### config.mk
export PLATFORM = sky130hd
export DESIGN_NAME = mips_if2id
export DESIGN_NICKNAME = d
export VERILOG_FILES = /design/src/rtl/mips_if2id.sv
export SDC_FILE = /design/constraint.sdc
export NUM_CORES = 1
export LEC_CHECK = 0
export CAP_MARGIN = 20
export CORE_MARGIN = 10
export CORE_UTILIZATION = 39
export DETAILED_ROUTE_END_ITERATION = 12
export PLACE_DENSITY = 0.82
export SETUP_SLACK_MARGIN = 0.5
export SLEW_MARGIN = 20
export SYNTH_ARGS = -nofsm -noshare
export SYNTH_HDL_FRONTEND = slang
export SYNTH_SLANG_ARGS = --single-unit
### constraint.sdc
create_clock -name clk -period 3.93 [get_ports clk]
set_input_delay 0.9825 -clock clk [delete_from_list [all_inputs] [get_ports clk]]
set_output_delay 0.9825 -clock clk [all_outputs]
set_load 0.05 [all_outputs]
### src/rtl/mips_if2id.sv
// IF/ID pipeline register for a 5-stage MIPS core with load-use hazard detection,
// flush/stall arbitration and saturating hazard/flush performance counters.
module mips_if2id #(
  parameter int unsigned INST_W  = 32,
  parameter int unsigned ADDR_W  = 32,
  parameter int unsigned RFIDX_W = 5,
  parameter int unsigned CNT_W   = 16
) (
  input  logic               clk,
  input  logic               rst,
  input  logic               ext_stall,
  input  logic               flush,
  input  logic [INST_W-1:0]  if_inst,
  input  logic [ADDR_W-1:0]  if_pc_incr,
  input  logic               if_prdt_taken,
  input  logic [RFIDX_W-1:0] if_rs_idx,
  input  logic [RFIDX_W-1:0] if_rt_idx,
  input  logic               id_is_load,
  input  logic [RFIDX_W-1:0] id_load_rt,
  output logic [INST_W-1:0]  id_inst,
  output logic [ADDR_W-1:0]  id_pc_incr,
  output logic               id_prdt_taken,
  output logic [RFIDX_W-1:0] id_rs_idx,
  output logic [RFIDX_W-1:0] id_rt_idx,
  output logic               id_valid,
  output logic               if_stall,
  output logic [CNT_W-1:0]   perf_hzd_cnt,
  output logic [CNT_W-1:0]   perf_flush_cnt
);

  localparam logic [CNT_W-1:0] CNT_MAX = '1;

  logic [INST_W-1:0]  inst_q,  inst_d;
  logic [ADDR_W-1:0]  pc_q,    pc_d;
  logic               prdt_q,  prdt_d;
  logic [RFIDX_W-1:0] rs_q,    rs_d;
  logic [RFIDX_W-1:0] rt_q,    rt_d;
  logic               valid_q, valid_d;
  logic [CNT_W-1:0]   hzd_q,   hzd_d;
  logic [CNT_W-1:0]   flsh_q,  flsh_d;

  logic hazard_c;
  logic bubble_c;
  logic hold_c;
  logic hzd_evt_c;

  // Index 0 is "no operand", so a load to $0 never creates a dependency.
  assign hazard_c = valid_q & id_is_load & (id_load_rt != '0) &
                    ((if_rs_idx == id_load_rt) | (if_rt_idx == id_load_rt));

  assign hzd_evt_c = ~flush & ~ext_stall & hazard_c;
  assign hold_c    = ~flush & ext_stall;
  assign bubble_c  = flush | hzd_evt_c;

  assign if_stall  = ~rst & ~flush & (ext_stall | hazard_c);

  // Next-state selection: flush > ext_stall > hazard > advance.
  always_comb begin
    inst_d  = inst_q;
    pc_d    = pc_q;
    prdt_d  = prdt_q;
    rs_d    = rs_q;
    rt_d    = rt_q;
    valid_d = valid_q;
    if (bubble_c) begin
      inst_d  = '0;
      pc_d    = '0;
      prdt_d  = 1'b0;
      rs_d    = '0;
      rt_d    = '0;
      valid_d = 1'b0;
    end else if (!hold_c) begin
      inst_d  = if_inst;
      pc_d    = if_pc_incr;
      prdt_d  = if_prdt_taken;
      rs_d    = if_rs_idx;
      rt_d    = if_rt_idx;
      valid_d = 1'b1;
    end
  end

  // Saturating performance counters.
  always_comb begin
    hzd_d  = hzd_q;
    flsh_d = flsh_q;
    if (hzd_evt_c && (hzd_q != CNT_MAX)) hzd_d = hzd_q + CNT_W'(1);
    if (flush && (flsh_q != CNT_MAX))    flsh_d = flsh_q + CNT_W'(1);
  end

  always_ff @(posedge clk or posedge rst) begin
    if (rst) begin
      inst_q  <= '0;
      pc_q    <= '0;
      prdt_q  <= 1'b0;
      rs_q    <= '0;
      rt_q    <= '0;
      valid_q <= 1'b0;
      hzd_q   <= '0;
      flsh_q  <= '0;
    end else begin
      inst_q  <= inst_d;
      pc_q    <= pc_d;
      prdt_q  <= prdt_d;
      rs_q    <= rs_d;
      rt_q    <= rt_d;
      valid_q <= valid_d;
      hzd_q   <= hzd_d;
      flsh_q  <= flsh_d;
    end
  end

  assign id_inst        = inst_q;
  assign id_pc_incr     = pc_q;
  assign id_prdt_taken  = prdt_q;
  assign id_rs_idx      = rs_q;
  assign id_rt_idx      = rt_q;
  assign id_valid       = valid_q;
  assign perf_hzd_cnt   = hzd_q;
  assign perf_flush_cnt = flsh_q;

endmodule
==> out/metrics.yaml, run 1 <==
setup_path:
  crit_type: "in -> out"
  critPathArrivalTime_ns: 2.33
  worstReg2RegStart: "perf_hzd_cnt[0]$_DFFE_PP0P_"
  r2r-end: "perf_hzd_cnt[1]$_DFFE_PP0P_"
  critPathCaptureType: "output pin"
  required_ns: 2.95
  start_kind: "input port"
  r2r_cells: 6
  crit_start: "if_rs_idx[4]"
  regToRegSetupSlack_ns: 1.93
  crit_end: "if_stall"
  cp_max_fo: 2
pwr:
  pwr-share-comb_pct: 26.3
  swShare_pct: 31.9
  seqPwrFrac_pct: 42.7
  vdd_drop_max_mv: 0.313
  p_int_mw: 2.02
  power_leakage_nw: 2.94
  switchingPower_mw: 0.944
  power_density_mw_per_mm2: 418
  clkPwrFrac_pct: 31.0
synthesis:
  seq_area_frac_synth_pct: 57.8
  syn_inst: 402
  synth_top_cell_area_share_pct: 57.8
  ys_ff_latch: 108
  syn-num-nets: 489
  yosysWarnings: 0
  yosys-top-cells-area: "dfrtp_1, a32o_1, xnor2_1"
  netlist_area_mm2: 0.00468
  syn_area_per_cell_um2: 11.6
  yosysTopAreaCell: "dfrtp_1"
  ys_types: 32
floorplan:
  die_h_um: 130
  die_x_um: 130
  num_rows: 39
  start_util_pct: 40.4
  die-area_mm2: 0.0168
  pin_count: 194
  core_area_mm2: 0.0116
grt:
  antenna_found_initial: 0
  grt_overflow: 0
  grt_pass1_vias: 4288
  grt_max_degree: 69
  grt_pass1_wl_um: 23000
  grtUsageTotal_pct: 17.0
drt:
  post-route-drc-count: 0
  finalWirelength_um: 14800
  wire_per_inst_um: 20.1
  drt_pass1_iterations: 5
  ant_nets: 0
  drt_iter0_drc: 312
  viasPerCell: 5.54
  route.vias.total: 4073
hold_path:
  min_from: "id_pc_incr[21]$_DFFE_PP0P_"
  hold_path.class: "reg -> reg"
finish:
  nets: 674
  final_area_mm2: 0.00709
  fin_cells: 735
  diodes: 0
  synthToLayoutAreaGrowth_pct: 51.6
  drive_above_1_share_pct: 8.61
  seq_area_mm2: 0.00270
  fin_util_pct: 61.3
  multi_input_area_mm2: 0.00184
  fillCellCount: 945
cts:
  cts_buffers: 9
  clock_path_buffers: 2
  clk_pin_slew_ns: 0.07
  postCtsHoldBufs: 0
  cts_tree: "built"
  clk_latency_ns: 0.34
  cts_htree_levels: 3
  cts_root_buf: "clkbuf_16"
  clock-sinks: 108
timing:
  finalSetupViolations: 0
  period_minus_slack_ns: 3.31
  rsz0062_at_grt: "no"
  fin_setup_tns_ns: 0
  fin_crit_sh_pct: 84.3
  clock.fmax_mhz: 302
  final_max_slew_viol_count: 0
  skew_ns: 0.00549
  timing.final.hold_violations: 0
  worst-slew-pin-transition_ns: 0.562
  slew_headroom_pct: 62.4
outcome:
  status: "completed"
place:
  dp_cells: 718
  place_area_mm2: 0.00676
  portBuffers: 193
  place.gp.congestion: 0.890
  dp_hpwl_um: 11000
job:
  drv_cap: 0
placed cells by master, fill, tap and decap left out, types with 2 or more instances in the layout:
cell type        synthesis  layout
clkdlybuf4s50_1          0     176
dlymetal6s2s_1           0       8
o22ai_2                 11      11
clkinvlp_4               0       3
clkbuf_16                0       9
a32o_1                  47      47
and3_1                   9       9
dlygate4sd2_1            0       7
nor2b_1                  2       2
clkbuf_1                21       2
dfrtp_1                108     108
clkbuf_8                 0       2
nand2_1                 68      67
buf_12                   0       2
ha_1                     2       2
nor3_1                   4       4
mux2_2                   5       5
nor2_4                   0       2
nand4_1                 21      21
nor2_1                   9       7
xor2_1                   2       2
nand3_1                 14      14
o22ai_1                 18      18
xnor2_1                 35      35
inv_1                    4       3
buf_4                    3      10
nand2b_1                 2       2
worst max-delay path: stages:
cell and delay [ns]:
dlygate4sd2_1 0.27, xnor2_1 0.19, nand3_1 0.11, o22ai_2 0.20, nand2_2 0.11, a211oi_4 0.29
buf_12 0.17
stage by stage:
step / hold slack (ns) / worst slack [ns] / total power [mW]
6_report: 0.492 / 0.616 / 2.96
5_1_grt: 0.505 / 0.514 / 3.09
4_1_cts: 0.497 / 0.508 / 3.00
3_5_place_dp: 0.481 / 0.367 / 2.08
3_3_place_gp: 0.472 / 0.367 / 2.06
2_1_floorplan: 0.769 / 0.420 / 1.74
cell type report:
class	instances	share of cell area [%]
Clock buffer	13	3.67
Clock inverter	3	0.635
Inverter	4	0.265
Multi-Input combinational cell	260	25.9
Sequential cell	108	38.1
Tap cell	143	2.52
Timing Repair Buffer	204	28.8
power groups by stage:
stage                     Clock, mW  Sequential [mW]  Combinational, mW
after floorplan                   0             1.57              0.173
after global placement            0             1.28              0.776
after detailed placement          0             1.29              0.791
after CTS                     0.940             1.27              0.792
after global routing          0.991             1.28              0.822
final                         0.918             1.27              0.780
synthesized netlist by cell type (all sizes together):
master	n
buf	9
clkbuf	21
and3	9
a21boi	1
or3	1
ha	2
o22ai	29
mux2	5
nand2	68
and4	1
o311a	1
a21oi	1
xnor2	35
inv	4
nor3	4
a211oi	2
nand4	21
nor4	2
a32o	47
nor2b	2
nor2	9
dfrtp	108
and2	2
nand3	14
xor2	2
nand2b	2
timing repair:
| action | in CTS | in global routing |
|---|---|---|
| buffers inserted | 0 | 1 |
| endpoints found under the setup margin | 1 | 1 |
| resized for setup | 8 | 8 |
| cloned | 0 | 0 |
| pin swaps | 2 | 8 |
sequential cells by signal, indices dropped and copies added (netlist names):
register,count
id_rs_idx,5
id_pc_incr,32
perf_flush_cnt,16
id_prdt_taken,1
perf_hzd_cnt,16
id_rt_idx,5
id_valid,1
id_inst,32
worst min path at each step:
| stage | to | depth (start not counted) |
|---|---|---|
| 2_1_floorplan | id_pc_incr[10]$_DFFE_PP0P_ | 2 |
| 3_3_place_gp | id_inst[16]$_DFFE_PP0P_ | 1 |
| 3_5_place_dp | id_pc_incr[24]$_DFFE_PP0P_ | 1 |
| 4_1_cts | id_pc_incr[21]$_DFFE_PP0P_ | 1 |
| 5_1_grt | id_pc_incr[21]$_DFFE_PP0P_ | 1 |
| 6_report | id_pc_incr[21]$_DFFE_PP0P_ | 1 |
per-layer routing:
layer	track usage, %	share of wire [%]	up-vias
li1	-	-	1859
met1	19.0	38	2023
met2	28.1	49	166
met3	8.03	11	25
met4	5.95	2.1	0
met5	0	0	-
cell families after synthesis:
group / share of synthesized area, %
muxes: 1.20
xor gates and xnor gates: 6.93
and+or+nand+nor: 13.7
AOI/OAI and AO/OA: 16.3
buffers and inverters: 3.53
DFF: 57.8
adders and majority gates: 0.535
Note: power is estimated with default switching activity, not from simulation.
==> run 2, diff against run 1 <==
Clock period 3.93 ns to 3 ns, I/O delays scaled along.
==> out/metrics.yaml, run 2 (synthesis results as in run 1) <==
drt:
  drt_iter0_drc: 302  # was 312
  ant_nets: 0  # unchanged
  route.vias.total: 4040  # was 4073
  post-route-drc-count: 0  # unchanged
  drt_pass1_iterations: 4  # was 5
  viasPerCell: 5.46  # was 5.54
  wire_per_inst_um: 20.3  # was 20.1 um
  finalWirelength_um: 15000  # was 14800 um
timing:
  rsz0062_at_grt: "yes"  # was no
  period_minus_slack_ns: 2.64
  skew_ns: 0.00311  # was 0.00549 ns
  clock.fmax_mhz: 378
  final_max_slew_viol_count: 0  # unchanged
  timing.final.hold_violations: 0  # unchanged
  fin_crit_sh_pct: 88.1
  worst-slew-pin-transition_ns: 0.581  # was 0.562 ns
  fin_setup_tns_ns: 0  # unchanged
  slew_headroom_pct: 61.2  # was 62.4%
  finalSetupViolations: 0  # unchanged
job:
  drv_cap: 0  # unchanged
finish:
  layout_commonest_cell: "clkdlybuf4s50_1"  # unchanged
  fin_util_pct: 62.3  # was 61.3%
  diodes: 0  # unchanged
  synthToLayoutAreaGrowth_pct: 54.0  # was 51.6%
  drive_above_1_share_pct: 14.1  # was 8.61%
  fillCellCount: 916  # was 945
  final_area_mm2: 0.00720  # was 0.00709 mm2
  final_cell_mix: "clkdlybuf4s50_1, dfrtp_1, nand2_1"  # unchanged
  nets: 679  # was 674
grt:
  grt_util_met1_pct: 19.1  # was 19.0%
  grt_max_degree: 109  # was 69
  grtUsageTotal_pct: 17.7  # was 17.0%
  use_met3_pct: 8.28  # was 8.03%
  grt_util_met2_pct: 29.8  # was 28.1%
  grt_overflow: 0  # unchanged
  grt_pass1_wl_um: 23500  # was 23000 um
  grt_pass1_vias: 4433  # was 4288
  grt.busiest_layer: "met2"  # unchanged
  antenna_found_initial: 0  # unchanged
cts:
  cts_htree_levels: 3  # unchanged
  clk_pin_slew_ns: 0.07  # about the same
  clock-sinks: 108  # unchanged
  clock_path_buffers: 2  # unchanged
  cts_tree: "built"  # unchanged
  cts_root_buf: "clkbuf_16"  # unchanged
  clk_latency_ns: 0.35  # was 0.34 ns
  postCtsHoldBufs: 0  # unchanged
  cts_buffers: 9  # unchanged
pwr:
  clkPwrFrac_pct: 33.9  # was 31.0%
  pwr-share-comb_pct: 25.5  # was 26.3%
  p_int_mw: 2.82  # was 2.02 mW
  power_mw: 4.08  # was 2.96 mW
  switchingPower_mw: 1.26  # was 0.944 mW
  power_leakage_nw: 2.99  # was 2.94 nW
  seqPwrFrac_pct: 40.6  # was 42.7%
  swShare_pct: 30.9  # was 31.9%
  vdd_drop_max_mv: 0.345  # was 0.313 mV
  power_density_mw_per_mm2: 567  # was 418 mW/mm2
setup_path:
  critPathCaptureType: "output pin"  # unchanged
  crit_path_max_incr_delay_ns: 0.37  # was 0.29 ns
  critPathArrivalTime_ns: 1.89  # was 2.33 ns
  start_kind: "input port"  # unchanged
  crit_chain: "buf_8 > or3_1 > o311a_1 > nand2_2 > a211oi_4 > buf_12"  # was dlygate4sd2_1 > xnor2_1 > nand3_1 > o22ai_2 > nand2_2 > a211oi_4 > buf_12
  required_ns: 2.25  # was 2.95 ns
  crit_family: "simple AND/OR/NAND/NOR gates"  # was compound AO/OA/AOI/OAI gates
  r2r_cells: 6  # unchanged
  crit_type: "in -> out"  # unchanged
  crit_buf_inv: 2  # unchanged
  crit_slowest_cell: "or3_1"  # was a211oi_4
  crit_cells: 6  # was 7
  cp_max_fo: 3  # was 2
floorplan:
  num_rows: 39  # unchanged
  core_area_mm2: 0.0116  # unchanged
  pin_count: 194  # unchanged
  die_h_um: 130  # unchanged
  die_x_um: 130  # unchanged
  start_util_pct: 40.4  # unchanged
  die-area_mm2: 0.0168  # unchanged
place:
  place.gp.congestion: 0.850  # was 0.890
  place_area_mm2: 0.00680  # was 0.00676 mm2
  dp_hpwl_um: 10800  # was 11000 um
  portBuffers: 193  # unchanged
hold_path:
  whs_path_depth: 1  # unchanged
  hold_path.class: "reg -> reg"  # unchanged
outcome:
  status: "completed"  # unchanged
==> run 2: cell types whose count changed in the layout (fill, tap and decap cells not counted), sizes merged <==
cell,change
buf,+17
clkbuf,+2
dlygate4sd2,-7
dlymetal6s2s,-7
bufinv,+2
clkinvlp,-2
clkinv,+1
clkdlybuf4s50,-1
==> run 2: power groups by stage <==
stage / Clock, mW / Combinational (mW) / Sequential, mW
2_1_floorplan: 0 / 0.234 / 2.05
3_3_place_gp: 0 / 1.02 / 1.68
3_5_place_dp: 0 / 1.04 / 1.68
4_1_cts: 1.41 / 1.04 / 1.66
5_1_grt: 1.46 / 1.09 / 1.67
6_report: 1.38 / 1.04 / 1.66
==> run 2: timing repair <==
action / 4_1_cts / 5_1_grt
setup endpoints to repair: 17 / 1
pin swaps: 19 / 16
gates resized for setup: 60 / 16
buffers inserted: 2 / 3
==> run 2: final cells by class <==
| type | count | area [um2] | area share [%] |
|---|---|---|---|
| tap | 143 | 179 | 2.48 |
| clock inverter | 4 | 95.1 | 1.32 |
| inverter | 4 | 18.8 | 0.261 |
| multi-input combinational | 260 | 1930 | 26.8 |
| timing repair buffer | 209 | 2020 | 28.1 |
| sequential | 108 | 2700 | 37.5 |
| clock buffer | 12 | 256 | 3.56 |
==> run 2: per-stage QoR <==
step	hold slack, ns	std cells	setup WS (ns)
floorplan	0.769	402	0.271
global placement	0.473	719	-0.0606
detailed placement	0.481	719	-0.0646
CTS	0.496	737	0.295
global route	0.502	740	0.316
finish	0.493	740	0.356
==> run 2: worst register-to-register path, delay by kind of cell (launching register included) <==
kind / cells / cell delay [ns]
AND/OR/NAND/NOR: 4 / 0.83
multiplexers: 1 / 0.35
flip-flops: 1 / 0.42
adder cells (fa/ha/maj): 1 / 0.24
==> run 2: worst paths after layout <==
| check | startpoint | endpoint | slack [ns] |
|---|---|---|---|
| setup / recovery | id_load_rt[0] | if_stall | 0.36 |
| hold / removal | id_pc_incr[21]$_DFFE_PP0P_ | id_pc_incr[21]$_DFFE_PP0P_ | 0.49 |
| setup reg to reg | perf_hzd_cnt[0]$_DFFE_PP0P_ | perf_hzd_cnt[1]$_DFFE_PP0P_ | 1.04 |
| hold reg to reg | id_pc_incr[21]$_DFFE_PP0P_ | id_pc_incr[21]$_DFFE_PP0P_ | 0.49 |
| max in group asynchronous | rst | perf_hzd_cnt[0]$_DFFE_PP0P_ | 1.52 |
| min in group asynchronous | rst | id_valid$_DFFE_PP0P_ | 1.02 |
==> run 2: layer usage <==
metal	vias up	part of all wire [%]
li1	1863	-
met1	2001	37
met2	156	49
met3	20	11
met4	0	2.0
met5	-	0
==> run 3, diff against run 2 <==
Settings changed: RECOVER_POWER set to 50.
==> out/metrics.yaml, run 3 (synthesis results as in run 1) <==
pwr:
  power_mw: 4.08  # about the same
  vdd_drop_max_mv: 0.344  # was 0.345 mV
  power_leakage_nw: 2.96  # was 2.99 nW
  power_density_mw_per_mm2: 572  # was 567 mW/mm2
hold_path:
  whs_path_depth: 1  # unchanged
  hold_path.class: "reg -> reg"  # unchanged
finish:
  final_cell_mix: "clkdlybuf4s50_1, dfrtp_1, nand2_1"  # unchanged
  nets: 679  # unchanged
  fin_cells: 740  # unchanged
  fillCellCount: 934  # was 916
  layout_commonest_cell: "clkdlybuf4s50_1"  # unchanged
  drive_above_1_share_pct: 12.1  # was 14.1%
  final_area_mm2: 0.00712  # was 0.00720 mm2
  synthToLayoutAreaGrowth_pct: 52.3  # was 54.0%
  diodes: 0  # unchanged
grt:
  grt_pass1_vias: 4433  # unchanged
  grt_overflow: 0  # unchanged
  grt_pass1_wl_um: 23500  # unchanged
  grt_max_degree: 109  # unchanged
  grtUsageTotal_pct: 17.7  # unchanged
  antenna_found_initial: 0  # unchanged
place:
  dp_slack_ns: -0.0646  # unchanged
  dp_cells: 719  # unchanged
  place_area_mm2: 0.00680  # unchanged
  place.gp.congestion: 0.850  # unchanged
  dp_hpwl_um: 10800  # unchanged
  portBuffers: 193  # unchanged
timing:
  final_max_slew_viol_count: 0  # unchanged
  period_minus_slack_ns: 2.70  # was 2.64 ns
  skew_ns: 0.00331  # was 0.00311 ns
  worst-slew-pin-transition_ns: 1.45  # was 0.581 ns
  timing.final.hold_violations: 0  # unchanged
  slew_headroom_pct: 3.05  # was 61.2%
  fin_crit_sh_pct: 90.1  # was 88.1%
  clock.fmax_mhz: 370  # was 378 MHz
  rsz0062_at_grt: "yes"  # unchanged
  finalSetupViolations: 0  # unchanged
  setup_ws_ns: 0.297  # was 0.356 ns
setup_path:
  crit_family: "compound AO/OA/AOI/OAI gates"  # was simple AND/OR/NAND/NOR gates
  critPathArrivalTime_ns: 1.95  # was 1.89 ns
  crit_cells: 7  # was 6
  r2r_cells: 5  # was 6
  crit_chain: "clkbuf_1 > xnor2_2 > nand3_2 > o22ai_4 > nand2_2 > a211oi_4 > buf_12"  # was buf_8 > or3_1 > o311a_1 > nand2_2 > a211oi_4 > buf_12
  cp_max_fo: 3  # unchanged
  crit_type: "in -> out"  # unchanged
  required_ns: 2.25  # about the same
  start_kind: "input port"  # unchanged
  crit_buf_inv: 2  # unchanged
  critPathCaptureType: "output pin"  # unchanged
  crit_path_max_incr_delay_ns: 0.26  # was 0.37 ns
  crit_slowest_cell: "a211oi_4"  # was or3_1
drt:
  post-route-drc-count: 0  # unchanged
  drt_pass1_iterations: 4  # unchanged
  wire_per_inst_um: 20.5  # was 20.3 um
  route.vias.total: 4055  # was 4040
  ant_nets: 0  # unchanged
  finalWirelength_um: 15100  # was 15000 um
  drt_iter0_drc: 282  # was 302
  viasPerCell: 5.48  # was 5.46
cts:
  clk_latency_ns: 0.35  # about the same
  postCtsHoldBufs: 0  # unchanged
  clk_pin_slew_ns: 0.07  # about the same
  cts_root_buf: "clkbuf_16"  # unchanged
  clock-sinks: 108  # unchanged
  cts_buffers: 9  # unchanged
  cts_htree_levels: 3  # unchanged
  cts_tree: "built"  # unchanged
  clock_path_buffers: 2  # unchanged
outcome:
  status: "completed"  # unchanged
floorplan:
  die-area_mm2: 0.0168  # unchanged
  num_rows: 39  # unchanged
  die_x_um: 130  # unchanged
  core_area_mm2: 0.0116  # unchanged
  die_h_um: 130  # unchanged
  start_util_pct: 40.4  # unchanged
  pin_count: 194  # unchanged
job:
  drv_cap: 0  # unchanged
## run 3: changes by cell type in the layout (fill, tap and decap cells not counted), moves of 2 or more
cell | previous run | this run
clkbuf_1 | 1 | 4
buf_4 | 17 | 14
clkbuf_4 | 0 | 2
o22ai_2 | 10 | 3
clkdlybuf4s50_1 | 175 | 173
o22ai_1 | 18 | 25
dlygate4sd3_1 | 0 | 2
## run 3: power by group
part	total (mW)	internal, mW	switching [mW]
clock	1.39	0.861	0.527
combinational	1.03	0.391	0.640
sequential	1.66	1.56	0.0935
## run 3: worst paths after layout
check                                             end                        from  slack [ns]
setup / recovery                             if_stall               id_load_rt[2]        0.30
hold / removal             id_pc_incr[21]$_DFFE_PP0P_  id_pc_incr[21]$_DFFE_PP0P_        0.48
hold reg to reg            id_pc_incr[21]$_DFFE_PP0P_  id_pc_incr[21]$_DFFE_PP0P_        0.48
max in group asynchronous  id_pc_incr[17]$_DFFE_PP0P_                         rst        0.59
min in group asynchronous        id_valid$_DFFE_PP0P_                         rst        1.51
setup reg to reg            id_pc_incr[2]$_DFFE_PP0P_        id_valid$_DFFE_PP0P_        0.92
## run 3: timing repair
action                                  4_1_cts  5_1_grt
setup buffers                                 2        3
resized for setup                            60       16
pin swaps                                    19       16
endpoints found under the setup margin       17        1
## run 3: worst reg2reg max path, cell delays in order, from the launching register on
cell and delay, ns:
dfrtp_1 0.41, o311a_1 0.22, clkbuf_4 0.13, clkbuf_1 0.38, and2_2 0.61, o22ai_1 0.18
## run 3: per-layer routing
metal	routed length (um)	track usage [%]	part of all wire, %
met1	5560	19.1	37
met2	7500	29.8	49
met3	1860	8.28	12
met4	230	6.88	1.5
met5	0	0	0
## run 3: cell type report
cell class | count | area, um2 | area share, %
Multi-Input combinational cell | 260 | 1870 | 26.3
Clock buffer | 12 | 256 | 3.60
Clock inverter | 4 | 95.1 | 1.33
Sequential cell | 108 | 2700 | 37.9
Tap cell | 143 | 179 | 2.51
Inverter | 4 | 18.8 | 0.263
Timing Repair Buffer | 209 | 2000 | 28.1
## run 3: through the flow
stage / TNS, ns / utilization (%) / hold slack [ns]
finish: 0 / 61.6 / 0.484
global route: 0 / 61.6 / 0.502
CTS: 0 / 61.8 / 0.496
detailed placement: -0.0646 / 58.8 / 0.481
global placement: -0.0606 / 58.8 / 0.473
floorplan: 0 / - / 0.769
